===== src/rtl/irrigation_scheduler_if.sv =====
// ---------------------------------------------------------------------------
// irrigation_scheduler_if
// Bundles the request/level inputs and the irrigation status outputs of the
// irrigation scheduler.
//   req_asp  : sprinkler request, level-sensitive
//   req_got  : drip request, level-sensitive
//   req_adb  : fertilizer request, meaningful while the sprinkler is granted
//   nivel    : tank level, unsigned, LEVEL_W bits
//   rega     : granted irrigation (00 none, 01 drip, 10 sprinkler)
//   VE       : fill/flush valve open
//   limpeza  : cleaning status (00 idle, 10 cleaning)
//   busy     : scheduler not idle
//   fault    : sticky fill-timeout fault
// Modports: master drives requests and level, slave is the scheduler.
// ---------------------------------------------------------------------------
interface irrigation_scheduler_if #(
  parameter int LEVEL_W = 3
);
  logic               req_asp;
  logic               req_got;
  logic               req_adb;
  logic [LEVEL_W-1:0] nivel;
  logic [1:0]         rega;
  logic               VE;
  logic [1:0]         limpeza;
  logic               busy;
  logic               fault;

  modport master (
    output req_asp, req_got, req_adb, nivel,
    input  rega, VE, limpeza, busy, fault
  );

  modport slave (
    input  req_asp, req_got, req_adb, nivel,
    output rega, VE, limpeza, busy, fault
  );
endinterface


===== src/rtl/irrigation_scheduler.sv =====
// ---------------------------------------------------------------------------
// irrigation_scheduler
// Shares the tank between the drip and sprinkler requesters with round-robin
// fairness, fills the tank when it is low (with a timeout fault) and, when
// built with IRR_SCHED_CLEAN_EN defined, runs a flush phase after a
// fertilized sprinkler run. Without the macro the CLEAN state does not exist,
// req_adb is ignored and limpeza is tied to 00.
// Ports:
//   clock : system clock, rising edge
//   reset : asynchronous active-low reset
//   bus   : irrigation_scheduler_if.slave (requests, level, status outputs)
// All outputs are decoded from the registered state only.
// ---------------------------------------------------------------------------
module irrigation_scheduler #(
  parameter int LEVEL_W      = 3,
  parameter int MIN_LEVEL    = 1,
  parameter int FULL_LEVEL   = 7,
  parameter int MAX_RUN      = 15,
  parameter int FILL_TIMEOUT = 31,
  parameter int CLEAN_CYCLES = 4
) (
  input  logic                 clock,
  input  logic                 reset,
  irrigation_scheduler_if.slave bus
);

  localparam logic [LEVEL_W-1:0] L_MIN     = LEVEL_W'(MIN_LEVEL);
  localparam logic [LEVEL_W-1:0] L_FULL    = LEVEL_W'(FULL_LEVEL);
  localparam logic [7:0]         L_MAX_RUN = 8'(MAX_RUN);
  localparam logic [7:0]         L_FILL_TO = 8'(FILL_TIMEOUT);
  localparam logic [7:0]         L_CLEAN   = 8'(CLEAN_CYCLES);

  typedef enum logic [2:0] {
    S_IDLE    = 3'd0,
    S_FILL    = 3'd1,
    S_RUN_GOT = 3'd2,
    S_RUN_ASP = 3'd3,
    S_FAULT   = 3'd4
`ifdef IRR_SCHED_CLEAN_EN
    , S_CLEAN = 3'd5
`endif
  } state_t;

  state_t     r_state;
  state_t     w_state_next;
  state_t     w_asp_leave;   // where RUN_ASP goes when it ends normally
  logic [7:0] r_cnt;
  logic [7:0] w_cnt_inc;
  logic       r_last;        // 0 = drip served last, 1 = sprinkler
  logic       w_lvl_low;
  logic       w_lvl_full;
  logic       w_any_req;
  logic       w_rot_asp;     // sprinkler may take over from drip
  logic       w_rot_got;     // drip may take over from sprinkler

  logic [1:0] w_rega;
  logic       w_ve;
  logic [1:0] w_limpeza;
  logic       w_busy;
  logic       w_fault;

  // Saturating increment so an uncontested run can last forever.
  assign w_cnt_inc  = (r_cnt == 8'hFF) ? r_cnt : r_cnt + 8'd1;
  assign w_lvl_low  = (bus.nivel < L_MIN);
  assign w_lvl_full = (bus.nivel >= L_FULL);
  assign w_any_req  = bus.req_asp | bus.req_got;
  // ">=" keeps rotation possible when the competitor shows up after the
  // run has already exceeded MAX_RUN cycles.
  assign w_rot_asp  = (w_cnt_inc >= L_MAX_RUN) & bus.req_asp;
  assign w_rot_got  = (w_cnt_inc >= L_MAX_RUN) & bus.req_got;

`ifdef IRR_SCHED_CLEAN_EN
  logic r_adb_used;
  logic w_adb_eff;

  // A fertilizer request on the very cycle the run ends still counts.
  assign w_adb_eff   = r_adb_used | bus.req_adb;
  assign w_asp_leave = w_adb_eff ? S_CLEAN : S_IDLE;

  always_ff @(posedge clock or negedge reset) begin
    if (!reset) begin
      r_adb_used <= 1'b0;
    end else if (r_state == S_RUN_ASP && bus.req_adb) begin
      r_adb_used <= 1'b1;
    end else if (r_state == S_CLEAN && w_state_next == S_IDLE) begin
      r_adb_used <= 1'b0;
    end
  end
`else
  logic w_unused_default;

  assign w_asp_leave      = S_IDLE;
  assign w_unused_default = bus.req_adb ^ (L_CLEAN != 8'd0);
`endif

  // State register.
  always_ff @(posedge clock or negedge reset) begin
    if (!reset) begin
      r_state <= S_IDLE;
    end else begin
      r_state <= w_state_next;
    end
  end

  // Next-state logic.
  always_comb begin
    w_state_next = r_state;
    case (r_state)
      S_IDLE: begin
        if (w_any_req) begin
          if (w_lvl_low) begin
            w_state_next = S_FILL;
          end else if (bus.req_got && bus.req_asp) begin
            w_state_next = r_last ? S_RUN_GOT : S_RUN_ASP;
          end else if (bus.req_got) begin
            w_state_next = S_RUN_GOT;
          end else begin
            w_state_next = S_RUN_ASP;
          end
        end
      end
      S_FILL: begin
        if (w_lvl_full) begin
          w_state_next = S_IDLE;
        end else if (w_cnt_inc >= L_FILL_TO) begin
          w_state_next = S_FAULT;
        end
      end
      S_RUN_GOT: begin
        if (w_lvl_low) begin
          w_state_next = bus.req_got ? S_FILL : S_IDLE;
        end else if (!bus.req_got) begin
          w_state_next = S_IDLE;
        end else if (w_rot_asp) begin
          w_state_next = S_RUN_ASP;
        end
      end
      S_RUN_ASP: begin
        if (w_lvl_low) begin
          w_state_next = bus.req_asp ? S_FILL : w_asp_leave;
        end else if (!bus.req_asp) begin
          w_state_next = w_asp_leave;
        end else if (w_rot_got) begin
          // A fertilized run always flushes before handing over.
          w_state_next = (w_asp_leave == S_IDLE) ? S_RUN_GOT : w_asp_leave;
        end
      end
`ifdef IRR_SCHED_CLEAN_EN
      S_CLEAN: begin
        if (w_cnt_inc >= L_CLEAN) begin
          w_state_next = S_IDLE;
        end
      end
`endif
      S_FAULT: begin
        w_state_next = S_FAULT;
      end
      default: begin
        w_state_next = S_IDLE;
      end
    endcase
  end

  // Cycle counter and round-robin pointer.
  always_ff @(posedge clock or negedge reset) begin
    if (!reset) begin
      r_cnt  <= 8'd0;
      r_last <= 1'b1;
    end else begin
      if (w_state_next != r_state) begin
        r_cnt <= 8'd0;
      end else if (r_state != S_IDLE && r_state != S_FAULT) begin
        r_cnt <= w_cnt_inc;
      end
      if (w_state_next == S_RUN_GOT && r_state != S_RUN_GOT) begin
        r_last <= 1'b0;
      end else if (w_state_next == S_RUN_ASP && r_state != S_RUN_ASP) begin
        r_last <= 1'b1;
      end
    end
  end

  // Moore output decode.
  always_comb begin
    w_rega    = 2'b00;
    w_ve      = 1'b0;
    w_limpeza = 2'b00;
    w_fault   = 1'b0;
    w_busy    = (r_state != S_IDLE);
    case (r_state)
      S_FILL:    w_ve   = 1'b1;
      S_RUN_GOT: w_rega = 2'b01;
      S_RUN_ASP: w_rega = 2'b10;
`ifdef IRR_SCHED_CLEAN_EN
      S_CLEAN: begin
        w_ve      = 1'b1;
        w_limpeza = 2'b10;
      end
`endif
      S_FAULT:   w_fault = 1'b1;
      default:   w_rega  = 2'b00;
    endcase
  end

  assign bus.rega    = w_rega;
  assign bus.VE      = w_ve;
  assign bus.limpeza = w_limpeza;
  assign bus.busy    = w_busy;
  assign bus.fault   = w_fault;

endmodule


===== src/flat_wrapper.sv =====
// flat-port wrapper written by rule: the top's interface ports become plain ports
module irrigation_scheduler_flat 
#(
  parameter int LEVEL_W      = 3,
  parameter int MIN_LEVEL    = 1,
  parameter int FULL_LEVEL   = 7,
  parameter int MAX_RUN      = 15,
  parameter int FILL_TIMEOUT = 31,
  parameter int CLEAN_CYCLES = 4
)
  (clock, reset, bus_req_asp, bus_req_got, bus_req_adb, bus_nivel, bus_rega, bus_VE, bus_limpeza, bus_busy, bus_fault);
  irrigation_scheduler_if #(.LEVEL_W(LEVEL_W)) bus_i ();
  input  logic clock;
  input  logic reset;
  input wire logic [$bits(bus_i.req_asp)-1:0] bus_req_asp;
  input wire logic [$bits(bus_i.req_got)-1:0] bus_req_got;
  input wire logic [$bits(bus_i.req_adb)-1:0] bus_req_adb;
  input wire logic [$bits(bus_i.nivel)-1:0] bus_nivel;
  output wire logic [$bits(bus_i.rega)-1:0] bus_rega;
  output wire logic [$bits(bus_i.VE)-1:0] bus_VE;
  output wire logic [$bits(bus_i.limpeza)-1:0] bus_limpeza;
  output wire logic [$bits(bus_i.busy)-1:0] bus_busy;
  output wire logic [$bits(bus_i.fault)-1:0] bus_fault;
  assign bus_i.req_asp = bus_req_asp;
  assign bus_i.req_got = bus_req_got;
  assign bus_i.req_adb = bus_req_adb;
  assign bus_i.nivel = bus_nivel;
  assign bus_rega = bus_i.rega;
  assign bus_VE = bus_i.VE;
  assign bus_limpeza = bus_i.limpeza;
  assign bus_busy = bus_i.busy;
  assign bus_fault = bus_i.fault;
  irrigation_scheduler #(.LEVEL_W(LEVEL_W), .MIN_LEVEL(MIN_LEVEL), .FULL_LEVEL(FULL_LEVEL), .MAX_RUN(MAX_RUN), .FILL_TIMEOUT(FILL_TIMEOUT), .CLEAN_CYCLES(CLEAN_CYCLES)) u_core (.clock(clock), .reset(reset), .bus(bus_i));
endmodule

===== config.mk =====
export PLATFORM = sky130hd
export DESIGN_NAME = irrigation_scheduler_flat
export DESIGN_NICKNAME = d
export VERILOG_FILES = /design/src/rtl/irrigation_scheduler_if.sv /design/src/rtl/irrigation_scheduler.sv /design/src/flat_wrapper.sv
export SDC_FILE = /design/constraint.sdc
export NUM_CORES = 1
export LEC_CHECK = 0
export ABC_AREA = 1
export CORE_MARGIN = 2
export CORE_UTILIZATION = 28
export CTS_BUF_LIST = sky130_fd_sc_hd__clkbuf_16
export CTS_CLUSTER_SIZE = 28
export DETAILED_ROUTE_END_ITERATION = 12
export PLACE_DENSITY_LB_ADDON = 0.3
export SLEW_MARGIN = 0
export SYNTH_ARGS = -nofsm -noshare
export SYNTH_HDL_FRONTEND = slang
export SYNTH_SLANG_ARGS = --single-unit

===== constraint.sdc =====
create_clock -name clock -period 1.83 [get_ports clock]
set_input_delay 0.4575 -clock clock [delete_from_list [all_inputs] [get_ports clock]]
set_output_delay 0.4575 -clock clock [all_outputs]
set_load 0.005 [all_outputs]

# Word level (Yosys, flattened, before mapping)
# Cells that the tools add are included.
# word_totals
reg_bits	12
input_bits	8
out_inout_bits	7
elab_cells	54
# classes
add_sub_neg	1
magnitude_cmp	4
eq_ne	11
muxes	24
n_bitwise	3
reduce_logical	8
# op_table
operator	count
2-to-1 mux 3 bit	11
2-to-1 mux 8 bit	3
case mux 3 bit (5 select lines)	1
== test 3 x 2 -> 1 bit, second input constant	4
adder 8 x 1 -> 8 bit, second input constant	1
== test 8 bit, second input constant	1
>= comparator 8 x 4 -> 1 bit, second input constant	1
>= comparator 8 x 5 -> 1 bit, second input constant	1
2-to-1 mux 1 bit	8
inequality test 3 x 2 -> 1 bit, second input constant	2
logical AND 1 bit	4
case mux 2 bit (2 select lines)	1
nonzero test 2 bit	2
== test 3 x 1 -> 1 bit, second input constant	1
== test 3 bit, second input constant	1
>= comparator 3 bit, second input constant	1
zero test 3 bit	1
< comparator 3 x 1 -> 1 bit, second input constant	1
inequality test 3 bit	1
inequality test 3 bit, second input constant	1
nonzero test 3 bit	1
bitwise AND 1 bit	2
bitwise OR 1 bit	1

# Longest topological paths before layout
# logic_depth
word_depth	12
mapped_depth	16
ltp_nobuf	16

# Worst setup path before layout
# OpenSTA, ideal clock, no wires.
# synth_path
path_kind	flip-flop to flip-flop
startpoint	register u_core.r_cnt[0]
endpoint	register u_core.r_cnt[0]
setup_time_ns	0.071
t_arrival_ns	1.797
required_ns	1.759
setup_slack_ns	-0.039
stages_incl_launch_ff	17
path_buffers	0
path_cell_list	dfrtp_1 > ha_1 > nand2_2 > nor2_4 > nand2_4 > inv_1 > nor2_2 > nor2_4 > nand2_1 > nand3_2 > nand2_1 > nand2_1 > nand2_2 > nand3_4 > nand2_2 > nand3_4 > nor2_2
# synth_between
elab_chain_len	10
word_cells_on_any_way	20
cone_classes	1 x add/sub; 2 x order compare; 2 x eq/ne; 12 x mux; 2 x bitwise; 1 x reduce/logical
# synth_lines
element	line_no	rtl
start: declaration	irrigation_scheduler.sv:47	logic [7:0] r_cnt;
start signal: assignment	irrigation_scheduler.sv:173	r_cnt <= w_cnt_inc;
adder 8 x 1 -> 8 bit or == test 8 bit (tied branches)	irrigation_scheduler.sv:63	assign w_cnt_inc = (r_cnt == 8'hFF) ? r_cnt : r_cnt + 8'd1;
2-to-1 mux 8 bit (*)	irrigation_scheduler.sv:63	
>= comparator 8 x 4 -> 1 bit	irrigation_scheduler.sv:69, irrigation_scheduler.sv:70	
bitwise AND 1 bit (on tied branches)	irrigation_scheduler.sv:70, irrigation_scheduler.sv:69	
2-to-1 mux 3 bit (on tied branches)	irrigation_scheduler.sv:143, irrigation_scheduler.sv:134	
2-to-1 mux 3 bit (on tied branches)	irrigation_scheduler.sv:141, irrigation_scheduler.sv:132	
2-to-1 mux 3 bit (on tied branches)	irrigation_scheduler.sv:139, irrigation_scheduler.sv:130	
case mux 3 bit (5 select lines) (*)	irrigation_scheduler.sv:108	case (r_state)
named net u_core.w_state_next[0]	irrigation_scheduler.sv:45	state_t w_state_next;
inequality test 3 bit (*)	irrigation_scheduler.sv:170	if (w_state_next != r_state) begin
2-to-1 mux 8 bit or nonzero test 2 bit (tied branches)	n/a	
# Mark *: on every way through the listed nets, which the timed path passes. The rest lies on a longest branch. The select of a mux whose other input is x is not followed.
# A chain may end at the register's enable or synchronous reset.

# Worst setup path after layout
# layout_path
startpoint	register u_core.r_cnt[0]
endpoint	register u_core.r_cnt[6]
# The elaborated chain is that of the path after synthesis.

==> run summary <==
The flow ran to the end, but the final reports show violations. The checks that failed: negative setup slack. The setup slack of the critical path after layout is -0.173 ns. At the end of routability-driven placement, the weighted congestion stood at 0.780. The number of nets in the finished design came out at about 210. The number of clock sinks is 12. The startpoint of the lowest-slack register-to-register path is u_core.r_cnt[0]$_DFFE_PN0P_. In this design, the stage delay of the slowest critical-path cell is 0.41 ns.

The clock slew at the register clock pins of the worst setup and hold paths is 0.05 ns. Final hold analysis gives a worst-case slack of 0.520 ns. In this run, the number of DRC markers left after iteration 0 of detailed routing was 17. The gate count of the mapped netlist came out at 159. The largest fanout of any net on the critical path is 8. For this design the total switching power over the nets is 1080 µW. In this design, the critical path's most frequently occurring cell is sky130_fd_sc_hd__nand2_4. Sorting the synthesized cells by how often they occur yields sky130_fd_sc_hd__nand2_1, sky130_fd_sc_hd__inv_1, sky130_fd_sc_hd__nor2_1. sky130_fd_sc_hd__dfrtp_1 takes more of the synthesized area than any other cell.

The sequential share of the synthesized area came out at 0.285. The area of the die is roughly 0.0043 mm². The number of antenna violations at the first check in global routing was 0.

The critical path starts at u_core.r_cnt[0]$_DFFE_PN0P_. The horizontal die dimension is 65.5 µm. The count of buffers added on input and output ports is 11. In the synthesized netlist the dominant register cell turns out to be sky130_fd_sc_hd__dfrtp_1. The number of hold-slack violations in the final timing report was 0. The post-synthesis instance area is 0.00106 mm².

Dividing the synthesized area by the synthesized cell count gives 6.65 µm². The internal power consumption came out at 1390 µW. The number of cells on the worst reg-to-reg path came out at 16.

Setup violations remaining at the end of the flow were counted as 11. The post-layout instance area is 0.00162 mm². Summed over all layers, the routed wires come to approximately 2600 µm. In the final layout, flip-flops and latches occupy 304 µm².

STA classifies the critical path startpoint as a flip-flop. For the finished layout, the period the worst path requires is 2.00 ns. The clock insertion delay at the later pin of the skew report came out at 0.24 ns.

The proportion of power drawn by combinational gates is 0.654. By area the synthesized netlist is led by sky130_fd_sc_hd__dfrtp_1, sky130_fd_sc_hd__nand2_1, sky130_fd_sc_hd__inv_1, sky130_fd_sc_hd__nor2_2, sky130_fd_sc_hd__nor2_1. The leakage power total came out at 0.000823 µW. The number of instances in the placed design is roughly 240.

The post-route DRC violation count came out at 0. The share of the cycle needed by the critical path after routing is 1.09. The depth of the CTS H-tree came out at 1. The initial cell density of the core is 0.291. The area of the core region is 0.00363 mm². The overall via count from detail_route came out at roughly 1,100.

The average wire length per cell after detail routing is 10.5 µm. The required time of the critical path came out at between 1.5 and 2 ns. The power density over cell area is 1530 mW/mm². The first global-routing pass estimated 4510 µm of wire.

The number of detailed-route iterations in the first pass is 4. The proportion of register bits with asynchronous set or reset after synthesis came out at 1.00. The post-layout instance count excluding filler cells came out at between 200 and 250. The number of library cell types mapped by synthesis is 27.

The clock group share of total power came out at 0.164. The switching share of power came out at 0.438. The critical path contains buffers and inverters numbering 2 combined. The total of max-cap violations came out at 0. TritonCTS built the clock tree.

The endpoint identified for the worst register-to-register timing path is u_core.r_cnt[6]$_DFFE_PN0P_. The final-layout fill cell count is 373. Clock skew on the completed layout was measured at 0.00225 ns.

The setup slack at placement came out at -0.302 ns. Setup repair after global routing could not meet its margin everywhere. Following the worst setup path forward leads to its endpoint at u_core.r_cnt[6]$_DFFE_PN0P_.

The worst setup path is captured at a flip-flop. The critical path is of the flip-flop to flip-flop type. The share of total power in sequential cells is 0.182.

The critical path goes through ha_4 > nand2_4 > nor2_4 > nand2_4 > buf_6 > nand2_1 > nor2_1 > nand2_1 > nor2_1 > nand3_2 > nand2_2 > clkinv_2 > nand3_4 > nand2_4 > nand3_4 > nor2_2. Global routing finished with a remaining overflow of 0. On the critical path, the stage with the largest delay is an instance of sky130_fd_sc_hd__dfrtp_1. The root buffer cell is sky130_fd_sc_hd__clkbuf_16. The arrival time at the worst endpoint came out at roughly 2.1 ns.

The number of synthesized flops with an enable pin is 0. During I/O placement, the number of pins put on the boundary was 15. The longest clock path from root to sink contains 2 buffers. The fmax came out at ~500 MHz.

The post-place instance area came out at about 0.0014 mm². Dividing the detail-routed via count by the number of cells gives 4.44. Yosys instantiated no cell more often than sky130_fd_sc_hd__nand2_1. The synthesis-stage register bit count is 12. The number of buffers created by CTS came out at 3. The total global-route track usage is 0.135. The post-detailed-route count of antenna-violating nets came out at 0. In the final layout, the share of cells above drive strength 1 is 0.418. The final number of max-transition violations is 0. The total power after layout is roughly 2500 µW. The area of the multi-input gates is 752 µm². The via count of the first global-routing pass came out at ~1,100.

On the critical path the largest part of the delay comes from simple AND/OR/NAND/NOR gates. The area growth from synthesis to layout is 53.0%. In this run the worst hold path is classified as input pin to asynchronous set/reset pin. The pin count of the biggest net entering global routing came out at 13. The maximum vdd drop is 0.00117 V. Counting buffers and inverters, the worst setup path is 16 cells deep.

The number of rows created at floorplan is 22. The setup slack on the worst flop-to-flop path came out at -0.17 ns. The top-area cell type share of the netlist area came out at 0.260. The number of warnings issued by yosys came out at 0. The number of antenna cells inserted is 0. The die boundary height came out at 65.5 µm. Summed over all nets, the half-perimeter wirelength after detailed placement is 1940 µm.
-- metrics by stage --
step	utilization	setup TNS [ns]
floorplan	-	-0.180
global placement	0.383	-2.62
detailed placement	0.383	-2.77
CTS	0.425	-1.88
global route	0.445	-3.10
finish	0.445	-1.65
-- state kept, by name (all words and copies together), names as in the netlist --
register        flops
u_core.r_last       1
u_core.r_cnt        8
u_core.r_state      3
-- routing by layer --
| metal | share of wire | vias up | global-route usage |
|---|---|---|---|
| met5 | 0 | - | 0 |
| met4 | 0.012 | 0 | 0.0469 |
| met3 | 0.029 | 5 | 0.0257 |
| met2 | 0.49 | 19 | 0.232 |
| met1 | 0.47 | 500 | 0.168 |
| li1 | - | 581 | - |
-- worst register-to-register path, cell delays in order, from the launching register on --
cell and delay [ns]:
sky130_fd_sc_hd__dfrtp_1 0.41, sky130_fd_sc_hd__ha_4 0.19, sky130_fd_sc_hd__nand2_4 0.09, sky130_fd_sc_hd__nor2_4 0.05, sky130_fd_sc_hd__nand2_4 0.11, sky130_fd_sc_hd__buf_6 0.11, sky130_fd_sc_hd__nand2_1 0.04, sky130_fd_sc_hd__nor2_1 0.08
sky130_fd_sc_hd__nand2_1 0.05, sky130_fd_sc_hd__nor2_1 0.16, sky130_fd_sc_hd__nand3_2 0.10, sky130_fd_sc_hd__nand2_2 0.09, sky130_fd_sc_hd__clkinv_2 0.06, sky130_fd_sc_hd__nand3_4 0.10, sky130_fd_sc_hd__nand2_4 0.05, sky130_fd_sc_hd__nand3_4 0.14
sky130_fd_sc_hd__nor2_2 0.06
-- cell families (layout without fill, tap and decap cells) --
logic type / count (synthesis) / count (layout) / share of synthesized area
other: 1 / 2 / 0.00355
flip-flops: 12 / 12 / 0.285
XOR/XNOR: 1 / 1 / 0.00829
buffers and inverters: 28 / 69 / 0.108
adder cells (fa/ha/maj): 1 / 1 / 0.0118
AND/OR/NAND/NOR: 95 / 95 / 0.480
AO/OA/AOI/OAI: 21 / 21 / 0.103
-- timing repair --
item,in CTS,in global routing
resized for setup,18,19
hold buffers,0,0
setup endpoints to repair,15,13
endpoints found under the hold margin,0,0
setup buffers,3,3
gates cloned,0,0
pin swaps,9,16
-- power by group through the flow --
stage / registers [µW] / clock network, µW / logic [µW]
after floorplan: 433 / 0 / 892
after detailed placement: 437 / 0 / 1430
after global placement: 437 / 0 / 1410
after global routing: 461 / 427 / 1790
after CTS: 440 / 413 / 1520
final: 451 / 406 / 1620
-- layout by cell type, fill, tap and decap left out, types with 2 or more instances in the layout --
master                            synthesis  layout
sky130_fd_sc_hd__a21oi_1                  7       7
sky130_fd_sc_hd__nor3_1                   3       2
sky130_fd_sc_hd__nand3_4                  2       3
sky130_fd_sc_hd__nor2_2                  11      11
sky130_fd_sc_hd__nor2_1                  18      15
sky130_fd_sc_hd__dfrtp_2                  0       2
sky130_fd_sc_hd__clkdlybuf4s50_1          0       8
sky130_fd_sc_hd__nand2_4                  1       4
sky130_fd_sc_hd__nor2_4                   3       6
sky130_fd_sc_hd__nand3_2                  4       6
sky130_fd_sc_hd__dfrtp_1                 11       9
sky130_fd_sc_hd__nand3_1                  6       3
sky130_fd_sc_hd__conb_1                   1       2
sky130_fd_sc_hd__inv_1                   24      23
sky130_fd_sc_hd__clkbuf_16                0       3
sky130_fd_sc_hd__buf_4                    2      28
sky130_fd_sc_hd__inv_2                    0       2
sky130_fd_sc_hd__nand2_2                  5      11
sky130_fd_sc_hd__o21ai_1                  0       3
sky130_fd_sc_hd__nand2_1                 38      29
sky130_fd_sc_hd__o21ai_0                 12       9
-- cell type report --
class,instances,share of cell area
clock inverters,1,0.00232
well taps,48,0.0371
repair buffers,40,0.203
flip-flops and latches,12,0.188
multi-input cells,120,0.465
inverters,25,0.0588
clock buffers,3,0.0464
-- worst min path at each step --
stage                                              to  cells past startpoint  slack [ns]                 startpoint
after floorplan           u_core.r_cnt[0]$_DFFE_PN0P_                      0        0.16                      reset
after detailed placement    u_core.r_last$_DFFE_PN1P_                      2        0.51  u_core.r_last$_DFFE_PN1P_
after global routing        u_core.r_last$_DFFE_PN1P_                      2        0.54  u_core.r_last$_DFFE_PN1P_
final                     u_core.r_cnt[1]$_DFFE_PN0P_                      2        0.52                      reset
after CTS                   u_core.r_last$_DFFE_PN1P_                      2        0.52  u_core.r_last$_DFFE_PN1P_
after global placement      u_core.r_last$_DFFE_PN1P_                      2        0.51  u_core.r_last$_DFFE_PN1P_
Power figures use the tool's default switching activity.
